[config.mk]
export PLATFORM = sky130hd
export DESIGN_NAME = layer_seq_mac
export DESIGN_NICKNAME = d
export VERILOG_FILES = /design/src/rtl/layer_seq_mac.sv
export SDC_FILE = /design/constraint.sdc
export NUM_CORES = 1
export LEC_CHECK = 0
export ABC_CLOCK_PERIOD_IN_PS = 19900
export CORE_ASPECT_RATIO = 0.7
export CORE_MARGIN = 2
export CORE_UTILIZATION = 60
export DETAILED_ROUTE_END_ITERATION = 12
export GPL_TIMING_DRIVEN = 0
export PLACE_DENSITY_LB_ADDON = 0.1
export SYNTH_ARGS = -nofsm -noshare
export SYNTH_HDL_FRONTEND = slang
export SYNTH_SLANG_ARGS = --single-unit
[constraint.sdc]
create_clock -name clk -period 19.9 [get_ports clk]
set_input_delay 3.98 -clock clk [delete_from_list [all_inputs] [get_ports clk]]
set_output_delay 3.98 -clock clk [all_outputs]
set_load 0.005 [all_outputs]
[src/rtl/layer_seq_mac.sv]
// layer_seq_mac: dense fixed-point layer y[o] = sat(b[o] + sum_i x[i]*w[o][i]) on one shared time-multiplexed MAC.
//   clk/rst : rising-edge clock, synchronous active-high reset
//   start   : run request, sampled only in IDLE; x/w/b are captured on that edge
//   x, w, b : packed signed inputs, x[i] at [i*DW], w[o][i] at [(o*N_IN+i)*DW], b[o] at [o*DW]
//   y       : registered outputs, all updated together at the end of a run
//   busy    : run in progress; done: one-cycle completion pulse; sat: last run clamped an output
//   Optional LAYER_SEQ_RELU_EN applies ReLU after the clamp (sat still reports the clamp).
module layer_seq_mac #(
  parameter int N_IN  = 2,
  parameter int N_OUT = 2,
  parameter int DW    = 16,
  parameter int FRAC  = 8,
  parameter int ACC_W = 40
) (
  input  logic                     clk,
  input  logic                     rst,
  input  logic                     start,
  input  logic [N_IN*DW-1:0]       x,
  input  logic [N_OUT*N_IN*DW-1:0] w,
  input  logic [N_OUT*DW-1:0]      b,
  output logic [N_OUT*DW-1:0]      y,
  output logic                     busy,
  output logic                     done,
  output logic                     sat
);
  localparam int IW = N_IN > 1 ? $clog2(N_IN) : 1;
  localparam int OW = N_OUT > 1 ? $clog2(N_OUT) : 1;
  localparam logic signed [ACC_W-1:0] YMAX = {{(ACC_W-DW+1){1'b0}}, {(DW-1){1'b1}}};
  localparam logic signed [ACC_W-1:0] YMIN = {{(ACC_W-DW+1){1'b1}}, {(DW-1){1'b0}}};
  typedef enum logic [1:0] {IDLE, MAC, WB, DONE} state_t;
  state_t state, nxt;
  logic [N_IN*DW-1:0] xr;
  logic [N_OUT*N_IN*DW-1:0] wr;
  logic [N_OUT*DW-1:0] br, y_work, y_fin;
  logic [IW-1:0] i;
  logic [OW-1:0] o;
  logic signed [ACC_W-1:0] acc, r;
  logic signed [2*DW-1:0] prod;
  logic [DW-1:0] yv;
  logic clamp, sat_work, last_i, last_o;
  // bias is pre-scaled into the accumulator's 2*FRAC fraction domain
  function automatic logic signed [ACC_W-1:0] bias(input logic [DW-1:0] v);
    return {{(ACC_W-DW){v[DW-1]}}, v} <<< FRAC;
  endfunction
  assign last_i = i == IW'(N_IN - 1);
  assign last_o = o == OW'(N_OUT - 1);
  assign prod = $signed(xr[i*DW +: DW]) * $signed(wr[(o*N_IN+i)*DW +: DW]);
  assign r = acc >>> FRAC;
  assign clamp = r > YMAX || r < YMIN;
  always_comb begin
    yv = r > YMAX ? YMAX[DW-1:0] : r < YMIN ? YMIN[DW-1:0] : r[DW-1:0];
`ifdef LAYER_SEQ_RELU_EN
    yv = yv[DW-1] ? '0 : yv;
`endif
    y_fin = y_work;
    y_fin[o*DW +: DW] = yv;
  end
  always_comb
    nxt = state == IDLE ? (start ? MAC : IDLE) :
          state == MAC  ? (last_i ? WB : MAC) :
          state == WB   ? (last_o ? DONE : MAC) : IDLE;
  always_ff @(posedge clk) state <= rst ? IDLE : nxt;
  // outputs are published on the final WB edge so y/sat are valid while done is high
  always_ff @(posedge clk) begin
    if (rst) begin
      xr <= '0;
      wr <= '0;
      br <= '0;
      y_work <= '0;
      y <= '0;
      acc <= '0;
      i <= '0;
      o <= '0;
      sat_work <= 1'b0;
      sat <= 1'b0;
      busy <= 1'b0;
      done <= 1'b0;
    end else begin
      done <= state == WB && last_o;
      if (state == IDLE && start) begin
        xr <= x;
        wr <= w;
        br <= b;
        i <= '0;
        o <= '0;
        acc <= bias(b[DW-1:0]);
        sat_work <= 1'b0;
        busy <= 1'b1;
      end
      if (state == MAC) begin
        acc <= acc + {{(ACC_W-2*DW){prod[2*DW-1]}}, prod};
        if (!last_i) i <= i + 1'b1;
      end
      if (state == WB) begin
        y_work <= y_fin;
        sat_work <= sat_work | clamp;
        if (last_o) begin
          y <= y_fin;
          sat <= sat_work | clamp;
          busy <= 1'b0;
        end else begin
          o <= o + 1'b1;
          i <= '0;
          acc <= bias(br[(o+1)*DW +: DW]);
        end
      end
    end
  end
endmodule

Word-level counts from Yosys, hierarchy flattened:

Index checks and enable logic that the tools add are counted.

* reduce and logical (&&, ||, !) cells: 6
* $mul: 1
* muxes and demuxes: 26
* magnitude comparators: 2
* shifts and indexed selects: 5
* equality and inequality tests: 2
* bitwise operators: 1
* add/sub/neg operators: 6

Operators with widths (number)
* $mux W40: 4
* $shiftx A64 B8 Y16: 1
* $add A40 B40 Y40: 1
* $neg A5 Y34: 1
* $shift A16 B34 Y32 const A: 1
* $shiftx A16 B34 Y32: 1
* $bwmux W32: 1
* $gt A32 B16 Y1 const B: 1
* $lt A32 B16 Y1 const B: 1
* $mul A16 B16 Y32: 1
* $mux W16: 2
* $shiftx A32 B6 Y16: 1
* $shiftx A32 B7 Y16: 1
* $mux W1: 14
* $mux W2: 5
* $add A2 B1 Y3: 1
* $add A1 B1 Y1 const B: 2
* $add A1 B1 Y2 const B: 1
* $eq A2 B1 Y1 const B: 1
* $eq A2 B2 Y1 const B: 1
* $logic_and A1 B1 Y1: 2
* $logic_not A2 Y1: 1
* $reduce_and A2 Y1: 1
* $reduce_bool A2 Y1: 1
* other kinds (2): 2

* input bits: 131
* output and inout port bits: 35
* register bits after elaboration: 240
* logic and storage cells: 62

Logic depth before layout (Yosys ltp):

Gate-level depths: netlist of run 1.

* depth in word-level cells: 7
* gate-level depth with buffers: 42
* gate-level depth less buffers: 38

Worst setup path after synthesis of run 1:

Ideal clock, no wire load.

* path kind: reg-to-reg
* from: register i
* to: register acc[37]
* clock period less this slack: 9.460 ns
* slack: 10.440 ns
* arrival: 9.327 ns
* path buffers: 4
* stages on the path, launching flop included: 39
* setup time: 0.133 ns
* data required time: 19.767 ns
* cell sequence: dfxtp_1 -> clkbuf_1 -> clkbuf_1 -> buf_1 -> mux2i_1 -> nor2_1 -> fa_1 -> inv_1 -> fa_1 -> fa_1 -> fa_1 -> inv_1 -> fa_1 -> inv_1 -> fa_1 -> inv_1 -> ha_1 -> a211oi_1 -> [3 not listed] -> o22ai_1 -> o211ai_1 -> a41oi_1 -> o21ai_0 -> a21oi_1 -> xnor2_1 -> ha_1 -> clkbuf_1 -> a21o_1 -> a21o_1 -> a21o_1 -> a21o_1 -> a21o_1 -> a21o_1 -> a221oi_1 -> xnor2_1 -> a21oi_1 -> a21oi_1

* cells in the longest elaborated chain, start to end: 7
* elaborated cells on any way between the ends: 8
* classes of those cells: add/sub (2); mul (1); shift (2); mux (3)

RTL lines
* start: declaration: RTL line 35 `logic [IW-1:0] i;`
* start signal: assignment: RTL line 92 `if (!last_i) i <= i + 1'b1;`
* $add A2 B1 Y3: RTL line 47 `assign prod = $signed(xr[i*DW +: DW]) * $signed(wr[(o*N_IN+i)*DW +: DW]);`
* $shiftx A64 B8 Y16: RTL line 47
* $mul A16 B16 Y32 (*): RTL line 47
* $add A40 B40 Y40 (*): RTL line 91 `acc <= acc + {{(ACC_W-2*DW){prod[2*DW-1]}}, prod};`
* $mux W40 (*): RTL line 90 `if (state == MAC) begin`
* $mux W40: RTL line 97 `if (last_o) begin`
* $mux W40 (*): RTL line 94 `if (state == WB) begin`
* end signal: assignment: RTL line 86 `acc <= bias(b[DW-1:0]);`
* end signal: assignment: RTL line 91
* end signal: assignment: RTL line 104 `acc <= bias(br[(o+1)*DW +: DW]);`
* end: declaration: RTL line 37 `logic signed [ACC_W-1:0] acc, r;`

Mark *: on every way between the ends. The rest lies on a longest branch, timed or not.
A chain may end at the register's enable or synchronous reset.

Worst setup path in the final report of run 1:

* from: register i
* to: register acc[31]

The elaborated chain is that of the path after synthesis.

==> flow_summary.ini, run 1 <==
[timing]
final_hold_viol_count = 0
whs_ns = 0.452
layout_min_cycle_time_ns = 12.20
rsz0062_at_grt = false
finalClockSkew_ns = 0.0124
fin_tns_setup_ns = 0
timing.final.max_slew_violations = 0
worst_slew_pin_slew_ns = 1.28
setup_viol = 0
worst_slack_ns = 7.70
slew_headroom_pct = 12.5
timing.fmax_mhz = 81.9
fin_crit_sh_pct = 61.3

[setup_path]
worst_r2r_endpoint = acc[31]
worstPathRequired_ns = 20.30
critPathArrivalTime_ns = 12.61
end_kind = register
critical_path.max_fanout = 10
path_class = reg -> reg
max_stage_delay_ns = 0.70
worst_path_most_repeated_cell = fa_1
reg2reg_slack_ns = 7.70
r2r_start = i
worst_path_max_delay_cell = clkbuf_1
ff2ff_path_depth = 38
critPathLaunchType = register

[placement]
dp_slack_ns = 8.09
dp_cells = 3060
io_buffers = 165
placed_cell_area_sq_um = 22300
gp_congestion = 0.964
post-dp-hpwl_um = 52100

[cells_and_area]
drive_gt1_share_pct = 3.26
fin_nets = 3167
area_growth_pct = 14.8
stdcell_count = 3102
stdcell_area_sq_um = 23100

[cts]
cts_resized = 0
post_cts_buffers = 0
cts_tree = built
clockRootBuffer = clkbuf_16
cts.sinks = 208
cts-buffers-inserted = 23
hold_buffers = 0
clk-insertion-delay-late_ns = 0.55
clk_path_buf_depth = 3
clk_pin_slew_ns = 0.07
htreeDepth = 1

[drt]
first_iter_violations = 1819
postRouteAntennaNets = 0
viasPerCell = 5.92
firstDrtPassIters = 6
wl_met1_um = 27100
route.met2.wl_um = 27200
wl_um = 63700
wire_per_inst_um = 20.5
vias = 18400
top_layer = met5
wl_met3_um = 7520
drcViolationCount = 0

[synthesis]
synth_fp_nets = 2976
ys_ff_latch = 208
async_flop_share_pct = 0
synthCells = 2459
synth_edf_count = 0
ys.flop_type = dfxtp_1
syn_area_sq_um = 20100
syn-mean-instance-area_sq_um = 8.17
synth_cell_types = 64
seq_area_frac_synth_pct = 20.7
yosys_warnings = 0

[floorplanning]
die_h_um = 157
die_width_um = 223
die_area_sq_um = 35000
core_area_sq_um = 33200
ios = 166
rows = 56
start_util_pct = 60.5

[power]
powerDensity_nw_per_um2 = 93.6
leakage_nw = 10.4
ir_worst_vdd_v = 0.0000702

[hold_path]
min_path_cells = 2
hold_path_class = reg -> reg
min-delay-start = y[0]
hold-path-endpoint = y[0]

[global_routing]
grt_pass1_wl_um = 98900
grt_pass1_vias = 17600
grt_usage_pct = 37.0
grt-ovfl-total = 0
grt_max_degree = 15
grt_antenna_before_repair = 4

[run_status]
status = completed

[flow_run]
cap_violations = 0
synthesized netlist by cell type, drive strengths merged, types with 12 or more instances:
library cell,instances,area (sq um)
a211oi,18,140
a21o,27,204
a21oi,246,1230
and2,25,156
buf,12,45.0
clkbuf,106,398
dfxtp,208,4160
fa,263,5270
ha,123,1540
inv,340,1280
mux2,26,293
mux2i,29,290
nand2,485,1820
nand2b,25,156
nand3,33,165
nor2,196,736
nor2b,12,82.6
nor3,20,100
o211ai,28,215
o21a,17,128
o21ai,61,313
xnor2,41,359
xor2,17,149
worst max path at each step:
stage	start	endpoint	slack (ns)	cells past startpoint
finish	i	acc[31]	7.70	38
global route	i	acc[31]	7.08	38
CTS	i	acc[37]	8.03	40
detailed placement	i	acc[37]	8.09	40
global placement	i	acc[37]	8.32	40
floorplan	i	acc[37]	10.44	38
power breakdown:
part	switching (mW)	internal [mW]
Clock	0.197	0.254
Combinational	0.749	0.471
Sequential	0.0375	0.452
Total	0.983	1.18
kinds of logic after synthesis:
family | share of synthesized area [%]
XOR/XNOR | 2.65
AO/OA/AOI/OAI | 13.5
adder cells (fa/ha/maj) | 33.9
flip-flops | 20.7
buffers and inverters | 8.56
AND/OR/NAND/NOR | 17.1
multiplexers | 3.58
layout by cell type (no fill, tap or decap), types with 6 or more instances in the layout:
cell             count
fa_1               263
o21ai_1             10
inv_1              340
nor3_1              20
clkbuf_1           108
mux2_2              26
or3_1               11
a31oi_1             11
and2_1              25
nor2_1             196
a21oi_1            246
nor4_1               7
dfxtp_1            208
nand2b_1            25
o21bai_1             9
mux2i_1             29
o211ai_1            27
nor2b_1             11
xnor2_1             41
nand2_1            485
o21a_1              17
a21o_1              26
ha_1               123
clkdlybuf4s50_1    165
nand3_1             33
buf_1               12
xor2_1              17
o22ai_1              6
o21ai_0             49
mux4_2               6
a211oi_1            17
clkbuf_16           23
clkbuf_8             7
routing by layer:
| metal | vias to the layer above | GRT usage, % |
|---|---|---|
| met1 | 9010 | 53.4 |
| met3 | 142 | 9.05 |
| met5 | - | 0 |
| li1 | 8251 | - |
| met2 | 945 | 55.7 |
| met4 | 4 | 10.0 |
metrics by stage:
stage | total power [mW] | utilization, %
6_report | 2.16 | 69.4
5_1_grt | 2.31 | 69.4
4_1_cts | 2.13 | 69.4
3_5_place_dp | 1.68 | 67.1
3_3_place_gp | 1.65 | 67.1
2_1_floorplan | 1.37 | -
state kept, by name (all words and copies together), names as in the netlist:
signal / count
acc: 40
busy: 1
sat_work: 1
xr: 32
y: 32
state: 2
done: 1
wr: 64
sat: 1
y_work: 16
last_o: 1
i: 1
br: 16
critical path: cells and delay by family, from the launching register on:
kind,cells,cell delay [ns]
DFF,1,0.32
adders and majority gates,8,3.79
buffers and inverters,8,2.61
AOI/OAI and AO/OA,15,4.11
and+or+nand+nor,6,1.05
xor gates and xnor gates,1,0.17
final cells by class:
class / instances / area [sq um]
Sequential cell: 208 / 4160
Multi-Input combinational cell: 1793 / 14200
Inverter: 340 / 1280
Clock buffer: 32 / 679
Clock inverter: 9 / 92.6
Antenna cell: 1 / 2.50
Timing Repair Buffer: 166 / 1660
Buffer: 118 / 443
Tap cell: 435 / 544
Fill cell: 2744 / 10100
Power figures use the tool's default switching activity.
==> run 2, diff against run 1 <==
--- a/config.mk
+++ b/config.mk
@@ -5,10 +5,10 @@
 export SDC_FILE = /design/constraint.sdc
 export NUM_CORES = 1
 export LEC_CHECK = 0
-export ABC_CLOCK_PERIOD_IN_PS = 19900
+export ABC_CLOCK_PERIOD_IN_PS = 11170
 export CORE_ASPECT_RATIO = 0.7
 export CORE_MARGIN = 2
-export CORE_UTILIZATION = 60
+export CORE_UTILIZATION = 54
 export DETAILED_ROUTE_END_ITERATION = 12
 export GPL_TIMING_DRIVEN = 0
 export PLACE_DENSITY_LB_ADDON = 0.1
==> constraint.sdc (replaced) <==
create_clock -name clk -period 11.17 [get_ports clk]
set_input_delay 2.234 -clock clk [delete_from_list [all_inputs] [get_ports clk]]
set_output_delay 2.234 -clock clk [all_outputs]
set_load 0.005 [all_outputs]
==> run 2 against run 1 <==
Sequential power increased by 78%. Total power increased by 76%. Clock skew increased by 0.0035 ns. Combinational power increased by 77%. Largest cell class unchanged. Core utilization decreased by 6.7 points. Clock power increased by 68%. Highest routed layer is now met4. Via count decreased by 0.80%. Critical path type unchanged.
==> flow_summary.ini, run 2 (same netlist as run 1, synthesis figures left out) <==
[drt]
postRouteAntennaNets = 0
vias = 18200
wl_um = 64400
drcViolationCount = 0
firstDrtPassIters = 6
first_iter_violations = 1827
viasPerCell = 5.77
wire_per_inst_um = 20.4

[cells_and_area]
final_common_cell = nand2_1
fin_nets = 3166
stdcell_count = 3153
top_register = wr
area_growth_pct = 15.3
largest_register_ffs = 64
layout_common_cells = 485 x nand2_1, 340 x inv_1, 263 x fa_1
fillers = 3320
diodes = 0
stdcell_area_sq_um = 23200
top_regs = wr: 64 flops, acc: 40 flops
fin_util_pct = 62.8
drive_gt1_share_pct = 4.02

[global_routing]
grt_antenna_before_repair = 0
grt_pass1_wl_um = 99400
grt-ovfl-total = 0
grt_max_degree = 14
grt_usage_pct = 33.9
grt_pass1_vias = 17500

[floorplanning]
core_area_sq_um = 36900
start_util_pct = 54.4
die_width_um = 235
die_area_sq_um = 38800
ios = 166
rows = 59
die_h_um = 165

[flow_run]
cap_violations = 0

[setup_path]
critPathArrivalTime_ns = 11.04
path_class = reg -> reg
critPathLaunchType = register
critical_path.max_fanout = 10
end_kind = register
worst_path_max_delay_cell = fa_1
max_stage_delay_ns = 0.58
worstPathRequired_ns = 11.65

[timing]
timing.fmax_mhz = 94.7
fin_tns_setup_ns = 0
setup_viol = 0
rsz0062_at_grt = false
final_hold_viol_count = 0
worst_slew_pin_slew_ns = 1.41
slew_headroom_pct = 4.53
timing.final.max_slew_violations = 0
fin_crit_sh_pct = 94.5
whs_ns = 0.454
finalClockSkew_ns = 0.0159
layout_min_cycle_time_ns = 10.56

[hold_path]
hold_path_class = reg -> reg

[placement]
post-dp-hpwl_um = 53200
dp_cells = 3112
gp_congestion = 0.950
io_buffers = 165
placed_cell_area_sq_um = 22400

[cts]
cts_tree = built
clk-insertion-delay-late_ns = 0.55
hold_buffers = 0
cts.sinks = 208
htreeDepth = 1
cts-buffers-inserted = 23
clk_path_buf_depth = 3
clockRootBuffer = clkbuf_16
clk_pin_slew_ns = 0.07

[power]
ir_worst_vdd_v = 0.000130
leakage_nw = 10.4
powerDensity_nw_per_um2 = 164

[run_status]
status = completed
==> run 2: cell types whose count changed in the layout (fill, tap and decap cells not counted), moves of 2 or more <==
cell / change
buf_1: -3
o21ai_2: +3
o21ai_0: -2
clkbuf_1: -7
clkbuf_8: -2
mux2i_1: -7
mux2i_4: +4
clkbuf_4: +2
buf_2: +2
mux2i_2: +3
clkbuf_2: +7
==> run 2: final cells by class <==
cell class,count,area [sq um],area share [%]
plain buffers,117,459,1.98
clock buffers,33,663,2.86
clock inverters,8,60.1,0.259
inverters,340,1280,5.51
multi-input cells,1793,14300,61.6
flip-flops and latches,208,4170,18.0
well taps,488,611,2.64
repair buffers,166,1660,7.16
==> run 2: routing by layer <==
metal	share of wire, %	wire length, um	vias to the layer above	GRT usage [%]
li1	-	-	8251	-
met1	45	29300	8953	50.9
met2	42	26800	879	49.5
met3	9.9	6410	123	6.80
met4	3.0	1950	0	9.26
met5	0	0	-	0
==> run 2: critical path, delay by kind of cell, from the launching register on <==
family,cells,cell delay (ns)
adder cells (fa/ha/maj),8,3.77
AO/OA/AOI/OAI,15,2.84
buffers and inverters,9,1.63
AND/OR/NAND/NOR,5,1.17
XOR/XNOR,2,0.42
flip-flops,1,0.41
multiplexers,1,0.21
==> run 2: per-stage QoR <==
| stage | power, mW | worst slack, ns |
|---|---|---|
| global route | 4.07 | 0.0101 |
| finish | 3.79 | 0.610 |
| detailed placement | 3.00 | -0.495 |
| floorplan | 2.45 | 1.71 |
| CTS | 3.76 | 0.105 |
| global placement | 2.95 | -0.566 |
==> run 2: path summary, 6_finish.rpt <==
check | depth (start not counted) | slack (ns) | start | end
min reg2reg | 2 | 0.45 | wr[3] | wr[3]
max reg2reg | 40 | 0.61 | last_o | acc[37]
min | 2 | 0.45 | wr[3] | wr[3]
max | 40 | 0.61 | last_o | acc[37]
==> run 2: where the power goes <==
part           total [mW]  switching (mW)  internal (mW)
combinational        2.16            1.32          0.842
sequential          0.871          0.0666          0.805
clock               0.755           0.339          0.416
total                3.79            1.73           2.06
==> run 2: repair_timing <==
| action | in CTS | in global routing |
|---|---|---|
| pin swaps | 0 | 1 |
| resized for setup | 15 | 31 |
| endpoints found under the setup margin | 11 | 12 |
| buffers inserted | 0 | 1 |
==> run 3, diff against run 2 <==
--- a/config.mk
+++ b/config.mk
@@ -6,12 +6,13 @@
 export NUM_CORES = 1
 export LEC_CHECK = 0
 export ABC_CLOCK_PERIOD_IN_PS = 11170
-export CORE_ASPECT_RATIO = 0.7
 export CORE_MARGIN = 2
 export CORE_UTILIZATION = 54
 export DETAILED_ROUTE_END_ITERATION = 12
 export GPL_TIMING_DRIVEN = 0
 export PLACE_DENSITY_LB_ADDON = 0.1
+export SKIP_LAST_GASP = 1
+export SLEW_MARGIN = 20
 export SYNTH_ARGS = -nofsm -noshare
 export SYNTH_HDL_FRONTEND = slang
 export SYNTH_SLANG_ARGS = --single-unit
==> run 3 against run 2 <==
Sequential share of layout area barely moved. Global-route usage down 0.15 points. Sequential power up 0.5%. First-iteration DRC count is 8.4% lower. Count of clock-buffer cells in the layout is 3 lower. Via count is 1.1% lower. Largest power group unchanged. Cell area increased by 0.17%. Critical path type unchanged.
==> flow_summary.ini, run 3 (same netlist as run 1, synthesis figures left out) <==
[floorplanning]
die_area_sq_um = 38800
die_width_um = 197
rows = 70
die_h_um = 197
ios = 166
start_util_pct = 54.9
core_area_sq_um = 36600

[setup_path]
critPathArrivalTime_ns = 11.14
max_stage_delay_ns = 0.56
critical_path.max_fanout = 10
worst_r2r_endpoint = acc[37]
r2r_start = last_o
path_buf_inv = 8
worst_path_max_delay_cell = fa_1
reg2reg_slack_ns = 0.49
critPathLaunchType = register
cp_top_family = compound AO/OA/AOI/OAI gates
crit_start = last_o
worst-path-stages = 40
path_class = reg -> reg
worstPathRequired_ns = 11.63
ff2ff_path_depth = 40
endpoint = acc[37]
end_kind = register

[drt]
firstDrtPassIters = 5
wire_per_inst_um = 20.5
wl_um = 64100
drcViolationCount = 0
viasPerCell = 5.75
postRouteAntennaNets = 0
first_iter_violations = 1674
vias = 18000

[placement]
io_buffers = 165
gp_congestion = 0.945
post-dp-hpwl_um = 52300
dp_slack_ns = -0.620

[power]
power_mw = 3.87
ir_worst_vdd_v = 0.000211
leakage_nw = 10.4
powerDensity_nw_per_um2 = 167

[timing]
fin_crit_sh_pct = 95.6
final_hold_viol_count = 0
timing.fmax_mhz = 93.6
worst_slew_pin_slew_ns = 1.05
fin_tns_setup_ns = 0
setup_viol = 0
rsz0062_at_grt = false
layout_min_cycle_time_ns = 10.68
finalClockSkew_ns = 0.0157
worst_slack_ns = 0.489
slew_headroom_pct = 28.3
timing.final.max_slew_violations = 0

[flow_run]
cap_violations = 0

[cts]
clk-insertion-delay-late_ns = 0.54
post_cts_buffers = 0
cts.sinks = 208
clk_path_buf_depth = 3
hold_buffers = 0
cts-buffers-inserted = 23
htreeDepth = 1
clockRootBuffer = clkbuf_16
cts_tree = built
clk_pin_slew_ns = 0.06

[cells_and_area]
register_area_sq_um = 4170
top_regs = wr: 64 flops, acc: 40 flops
top_register = wr
diodes = 0
largest_register_ffs = 64
fillers = 3239
fin_nets = 3163
multi_input_comb_area_sq_um = 14300
final_common_cell = nand2_1
fin_util_pct = 63.4
layout_common_cells = 485 x nand2_1, 340 x inv_1, 263 x fa_1
area_growth_pct = 15.5
drive_gt1_share_pct = 4.06

[global_routing]
grt_pass1_vias = 18200
grt_pass1_wl_um = 99700
grt-ovfl-total = 0
grt_usage_pct = 33.8
grt_max_degree = 14
grt_antenna_before_repair = 3

[hold_path]
hold_path_class = reg -> reg

[run_status]
status = completed
## run 3: cell types whose count changed in the layout (fill, tap and decap cells not counted), moves of 2 or more
cell | before | now
clkbuf_1 | 101 | 98
clkbuf_8 | 5 | 3
bufinv_16 | 0 | 3
inv_6 | 3 | 0
## run 3: per-layer routing
metal | global-route usage [%] | wire length (um) | vias up
li1 | - | - | 8226
met2 | 53.0 | 28300 | 860
met5 | 0 | 0 | -
met4 | 11.9 | 2850 | 0
met1 | 46.9 | 26300 | 8763
met3 | 6.38 | 6540 | 158
## run 3: how the worst min path moves through the flow
stage                           from  endpoint  slack (ns)  cells after the start
after floorplan           y_work[10]     y[10]        0.43                      2
after global placement    y_work[13]     y[13]        0.44                      2
after detailed placement      wr[55]    wr[55]        0.44                      2
after CTS                     wr[55]    wr[55]        0.45                      2
after global routing          wr[38]    wr[38]        0.47                      2
final                         wr[55]    wr[55]        0.45                      2
## run 3: power breakdown
| group | internal [mW] | switching [mW] | leakage [nW] |
|---|---|---|---|
| logic | 0.848 | 1.34 | 8.35 |
| clock network | 0.473 | 0.331 | 0.384 |
| registers | 0.805 | 0.0707 | 1.70 |
| total | 2.13 | 1.74 | 10.4 |
## run 3: what timing repair did
action / CTS / global route
gates resized for setup: 14 / 27
setup endpoints to repair: 10 / 10
pin swaps: 0 / 0
## run 3: cell type report
type                    instances  area share (%)
plain buffers                 115            1.94
well taps                     468            2.52
clock buffers                  30            2.72
multi-input cells            1793            61.6
clock inverters                10           0.658
flip-flops and latches        208            17.9
repair buffers                165            7.12
inverters                     340            5.50
## run 3: worst register-to-register path: cells and delay by family, from the launching register on
family | cells | cell delay [ns]
compound gates | 18 | 3.94
xor+xnor | 2 | 0.44
fa+ha+maj | 8 | 3.79
buf+inv | 8 | 1.48
flops | 1 | 0.38
mux | 1 | 0.29
simple gates | 3 | 0.28
## run 3: metrics by stage
| stage | instance area (sq um) | hold slack [ns] | instances |
|---|---|---|---|
| floorplan | 20100 | 0.432 | 2459 |
| global placement | 22300 | 0.439 | 3092 |
| detailed placement | 22300 | 0.443 | 3092 |
| CTS | 23200 | 0.451 | 3131 |
| global route | 23200 | 0.470 | 3129 |
| finish | 23200 | 0.451 | 3129 |
